File: src/rtl/mux_pkg.sv
// Shared definitions for the four-source mux select arbiter: state encoding,
// channel count and the default grant hold limit.
package mux_pkg;

  typedef enum logic {
    IDLE  = 1'b0,
    GRANT = 1'b1
  } state_t;

  localparam int NUM_CH       = 4;
  localparam int HOLD_MAX_DEF = 8;

endpackage

File: src/rtl/rr_pick_4.sv
// Combinational rotating-priority pick: first asserted request at or above
// i_ptr, wrapping modulo 4.
module rr_pick_4
  import mux_pkg::*;
(
  input  logic [NUM_CH-1:0] i_req,
  input  logic [1:0]        i_ptr,
  output logic [1:0]        o_idx,
  output logic              o_found
);

  logic [1:0] w_cand;

  // Walk from the farthest offset down so the nearest requester wins last.
  always_comb begin
    o_idx   = '0;
    o_found = 1'b0;
    w_cand  = '0;
    for (int k = NUM_CH - 1; k >= 0; k--) begin
      w_cand = i_ptr + 2'(k);
      if (i_req[w_cand]) begin
        o_idx   = w_cand;
        o_found = 1'b1;
      end
    end
  end

endmodule

File: src/rtl/mux_sel_arb_4.sv
// Four-source round-robin arbiter driving a registered mux select and one-hot
// grant. Optional forced release after HOLD_MAX cycles with HOLD_TIMEOUT_EN.
module mux_sel_arb_4
  import mux_pkg::*;
#(
  parameter int HOLD_MAX = HOLD_MAX_DEF
) (
  input  logic clk,
  input  logic rst,
  input  logic req_0,
  input  logic req_1,
  input  logic req_2,
  input  logic req_3,
  input  logic done,
  output logic s_0,
  output logic s_1,
  output logic gnt_0,
  output logic gnt_1,
  output logic gnt_2,
  output logic gnt_3,
  output logic gnt_valid
);

  if (HOLD_MAX < 1) begin : g_bad_hold
    $error("HOLD_MAX must be at least 1");
  end

  logic [NUM_CH-1:0] w_req;
  state_t            r_state, w_state_nxt;
  logic [1:0]        r_ptr, w_ptr_nxt;
  logic [1:0]        r_sel, w_sel_nxt;
  logic [NUM_CH-1:0] r_gnt, w_gnt_nxt;
  logic              r_gnt_valid;
  logic [1:0]        w_pick_idx;
  logic              w_found;
  logic              w_release;

  assign w_req = {req_3, req_2, req_1, req_0};

`ifdef HOLD_TIMEOUT_EN
  localparam int CNT_W = (HOLD_MAX > 1) ? $clog2(HOLD_MAX) : 1;

  logic [CNT_W-1:0] r_cnt, w_cnt_nxt;
  logic             w_timeout;

  // r_cnt holds (GRANT cycles elapsed - 1), so this flags the HOLD_MAX-th cycle.
  assign w_timeout = (r_cnt == CNT_W'(HOLD_MAX - 1));
`endif

  rr_pick_4 u_pick (
    .i_req   (w_req),
    .i_ptr   (r_ptr),
    .o_idx   (w_pick_idx),
    .o_found (w_found)
  );

  always_comb begin
    w_state_nxt = r_state;
    w_ptr_nxt   = r_ptr;
    w_sel_nxt   = r_sel;
    w_gnt_nxt   = r_gnt;
    w_release   = 1'b0;
`ifdef HOLD_TIMEOUT_EN
    w_cnt_nxt   = r_cnt;
`endif
    case (r_state)
      IDLE: begin
        if (w_found) begin
          w_state_nxt = GRANT;
          w_sel_nxt   = w_pick_idx;
          w_gnt_nxt   = NUM_CH'(1) << w_pick_idx;
`ifdef HOLD_TIMEOUT_EN
          w_cnt_nxt   = '0;
`endif
        end
      end
      GRANT: begin
        // Select and grant are frozen; only a release cause ends the grant.
        w_release = done | ~w_req[r_sel];
`ifdef HOLD_TIMEOUT_EN
        w_release = w_release | w_timeout;
        w_cnt_nxt = r_cnt + CNT_W'(1);
`endif
        if (w_release) begin
          w_state_nxt = IDLE;
          w_gnt_nxt   = '0;
          w_ptr_nxt   = r_sel + 2'd1;
        end
      end
    endcase
  end

  always_ff @(posedge clk) begin
    if (rst) begin
      r_state     <= IDLE;
      r_ptr       <= '0;
      r_sel       <= '0;
      r_gnt       <= '0;
      r_gnt_valid <= 1'b0;
`ifdef HOLD_TIMEOUT_EN
      r_cnt       <= '0;
`endif
    end else begin
      r_state     <= w_state_nxt;
      r_ptr       <= w_ptr_nxt;
      r_sel       <= w_sel_nxt;
      r_gnt       <= w_gnt_nxt;
      r_gnt_valid <= |w_gnt_nxt;
`ifdef HOLD_TIMEOUT_EN
      r_cnt       <= w_cnt_nxt;
`endif
    end
  end

  assign s_0       = r_sel[0];
  assign s_1       = r_sel[1];
  assign gnt_0     = r_gnt[0];
  assign gnt_1     = r_gnt[1];
  assign gnt_2     = r_gnt[2];
  assign gnt_3     = r_gnt[3];
  assign gnt_valid = r_gnt_valid;

endmodule

File: config.mk
export PLATFORM = sky130hd
export DESIGN_NAME = mux_sel_arb_4
export DESIGN_NICKNAME = d
export VERILOG_FILES = /design/src/rtl/mux_pkg.sv /design/src/rtl/rr_pick_4.sv /design/src/rtl/mux_sel_arb_4.sv
export SDC_FILE = /design/constraint.sdc
export NUM_CORES = 1
export LEC_CHECK = 0
export CAP_MARGIN = 20
export CORE_AREA = 3 3 40 42
export CTS_CLUSTER_DIAMETER = 100
export CTS_CLUSTER_SIZE = 16
export DETAILED_ROUTE_END_ITERATION = 10
export DIE_AREA = 0 0 43 45
export MAX_ROUTING_LAYER = met4
export PLACE_DENSITY_LB_ADDON = 0.05
export RECOVER_POWER = 25
export SLEW_MARGIN = 20
export SYNTH_ARGS = -nofsm -noshare
export SYNTH_HDL_FRONTEND = slang
export SYNTH_HIERARCHICAL = 1
export SYNTH_SLANG_ARGS = --single-unit
File: constraint.sdc
create_clock -name clk -period 2.14 [get_ports clk]
set_input_delay 0.642 -clock clk [delete_from_list [all_inputs] [get_ports clk]]
set_output_delay 0.642 -clock clk [all_outputs]
set_load 0.05 [all_outputs]
==> flow_summary.json <==
{
  "worstSetupEndpoint": "gnt_valid",
  "power_mw": 0.563,
  "path_buf_inv": 1,
  "async_reset_ff_share_pct": 0,
  "r2r_slack_ns": 0.63,
  "die_area_mm2": 0.00194,
  "setup_viol": 0,
  "clock_latency_ns": 0.27,
  "first_pass_iters": 4,
  "tightest_slew_ns": 0.594,
  "internal_power_mw": 0.378,
  "clkSinkCount": 10,
  "synth.top_cells.by_count": "12 x nor2_1, 10 x dfxtp_1, 9 x a21oi_1",
  "grt_pass1_wl_um": 2170,
  "cts_root_buf": "clkbuf_4",
  "ys_types": 25,
  "ff_latch_area_um2": 200,
  "yosysTopAreaCellShare_pct": 34.4,
  "num-nets-final": 97,
  "die_width_um": 43,
  "critPathTopFamily": "buffers and inverters",
  "multi_input_area_um2": 359,
  "max_cap_viol_count": 0,
  "layout-drive-gt1-share_pct": 15.7,
  "clk_path_buf_depth": 2,
  "drc": 0,
  "synth_edf_count": 0,
  "start_util_pct": 45.3,
  "r2r_cells": 7,
  "chipHeight_um": 45,
  "area_growth_pct": 27.3,
  "nFillCells": 132,
  "path_depth": 1,
  "hold_buffers": 0,
  "post_cts_buffers": 0,
  "worstPathArrival_ns": 1.36,
  "hpwlAfterDp_um": 957,
  "slew_viol_final": 0,
  "critPathRequiredTime_ns": 1.50,
  "first_iter_violations": 6,
  "vias": 563,
  "overflow": 0,
  "p_leak_nw": 0.274,
  "yosysSeqAreaShare_pct": 34.4,
  "skew_ns": 0.00545,
  "power_frac_comb_pct": 29.4,
  "synth_area_per_cell_um2": 7.97,
  "wl_per_cell_um": 12.1,
  "synth_area_leader_cell": "dfxtp_1",
  "crit_start": "gnt_valid",
  "swShare_pct": 32.9,
  "r2r-start": "r_ptr[0]",
  "timing.hold.ws_ns": 0.560,
  "outcome": "finished, final reports clean",
  "crit_path_start_kind": "register",
  "synth_area_leaders": "dfxtp_1 34%, a21oi_1 7.7%, nor2_1 7.7%",
  "track_usage_pct": 15.5,
  "clkPwrFrac_pct": 29.9,
  "rows": 13,
  "yosysMostFrequentCell": "nor2_1",
  "slowest_delay_ns": 0.79,
  "finalCritPeriodShare_pct": 93.6,
  "fp.coreArea_mm2": 0.00128,
  "p_switching_mw": 0.185,
  "hold_violations": 0,
  "final_util_pct": 57.6,
  "routabilityCongestion": 0.801,
  "synthesis.nets": 80,
  "hold_class": "reg2reg",
  "htreeDepth": 1,
  "ios": 14,
  "io_buffers": 13,
  "rr_endpoint": "r_gnt[1]",
  "grt_pass1_vias": 493,
  "cts_inserted_buffers": 3,
  "cts_tree": "built",
  "antenna_found_initial": 0,
  "grt_max_degree": 17,
  "path_max_fanout": 1,
  "path_cells": "clkdlybuf4s50_1",
  "rsz0062_at_grt": "no",
  "n_antenna_cell": 0,
  "slew_headroom_pct": 60.5,
  "synth_flop_cell": "dfxtp_1",
  "totalWireLength_um": 1260,
  "p_per_area_mw_per_mm2": 760,
  "fin_crit_ns": 2.00,
  "vias_per_cell": 5.41,
  "syn-instance-count": 73,
  "yosys_register_bits": 10,
  "max-vdd-ir-drop_mv": 0.502,
  "clk_pin_slew_ns": 0.07,
  "crit_type": "reg2out",
  "seqPwrFrac_pct": 40.7,
  "worstHoldStart": "r_sel[1]",
  "max_freq_ghz": 0.499,
  "syn_area_um2": 582,
  "ant_nets": 0,
  "worst_setup_path_end_kind": "output pin",
  "post_cts_resize_count": 0,
  "cpMaxStageDelayCell": "clkdlybuf4s50_1",
  "ys_warn_count": 6
}
-- power groups by stage --
stage	Combinational (mW)	Clock [mW]	Sequential, mW
after floorplan	0.0925	0	0.259
after global placement	0.170	0	0.233
after detailed placement	0.170	0	0.234
after CTS	0.171	0.173	0.229
after global routing	0.180	0.180	0.233
final	0.165	0.168	0.229
-- worst min path at each step --
stage / end / slack (ns) / depth (start not counted)
final: r_sel[1] / 0.56 / 2
after global routing: r_gnt[1] / 0.62 / 2
after CTS: r_sel[1] / 0.56 / 2
after detailed placement: r_sel[1] / 0.55 / 2
after global placement: r_gnt[1] / 0.54 / 2
after floorplan: r_ptr[0] / 0.56 / 2
-- cells by family (layout without fill, tap and decap cells) --
| group | Yosys count | in the layout | share of synthesized area, % |
|---|---|---|---|
| multiplexers | 3 | 3 | 5.16 |
| AO/OA/AOI/OAI | 22 | 22 | 26.0 |
| AND/OR/NAND/NOR | 32 | 32 | 29.0 |
| XOR/XNOR | 1 | 1 | 1.51 |
| flip-flops | 10 | 10 | 34.4 |
| buffers and inverters | 5 | 21 | 3.87 |
-- through the flow --
step                instance area (µm²)  worst slack, ns  setup TNS [ns]  cells
floorplan                           582            0.486               0     73
CTS                                 756            0.130               0    104
finish                              741            0.137               0    104
global route                        741           0.0342               0    104
global placement                    719          -0.0679          -0.153    100
detailed placement                  719          -0.0895          -0.222    100
-- registers in the layout (all words and copies together), names as in the netlist --
register / cells
r_gnt: 4
r_ptr: 2
r_state: 1
gnt_valid: 1
r_sel: 2
-- area by class of cell --
type	instances	area share (%)
clock buffers	4	4.90
inverters	1	0.507
multi-input cells	58	48.5
flip-flops and latches	10	27.0
well taps	15	2.53
repair buffers	16	16.6
-- worst register-to-register path, cell delays in order (launching register included) --
cell,delay (ns)
dfxtp_1,0.40
nor3b_1,0.22
a211oi_1,0.07
nor2_1,0.24
nand3b_1,0.16
a21oi_1,0.07
a31oi_1,0.17
nor2_1,0.05
-- layer usage --
| layer | track usage, % | up-vias | share of wire, % |
|---|---|---|---|
| li1 | - | 294 | - |
| met3 | 7.97 | 0 | 7.4 |
| met4 | 2.41 | 0 | 0 |
| met1 | 20.8 | 256 | 50 |
| met5 | - | - | 0 |
| met2 | 21.3 | 13 | 42 |
-- cell usage in the layout, fill, tap and decap left out --
cell / netlist / layout
and2_4: 1 / 1
nand3b_1: 2 / 2
or4_1: 1 / 1
o22ai_1: 1 / 1
a2bb2oi_1: 1 / 1
clkbuf_4: 0 / 3
a21oi_1: 9 / 9
or2_1: 1 / 1
clkbuf_8: 0 / 1
a211oi_2: 3 / 3
mux2i_1: 3 / 3
a31oi_1: 3 / 3
clkdlybuf4s50_1: 0 / 7
nor2_1: 12 / 12
nand3_1: 1 / 1
inv_1: 1 / 1
o21ai_0: 2 / 2
nand2_1: 5 / 5
a211oi_1: 1 / 1
nand2b_1: 6 / 6
nor3_2: 1 / 1
nor3b_1: 2 / 2
clkbuf_1: 2 / 4
o22a_1: 2 / 2
buf_4: 1 / 5
xnor2_1: 1 / 1
dfxtp_1: 10 / 10
Note: power is estimated with default switching activity, not from simulation.
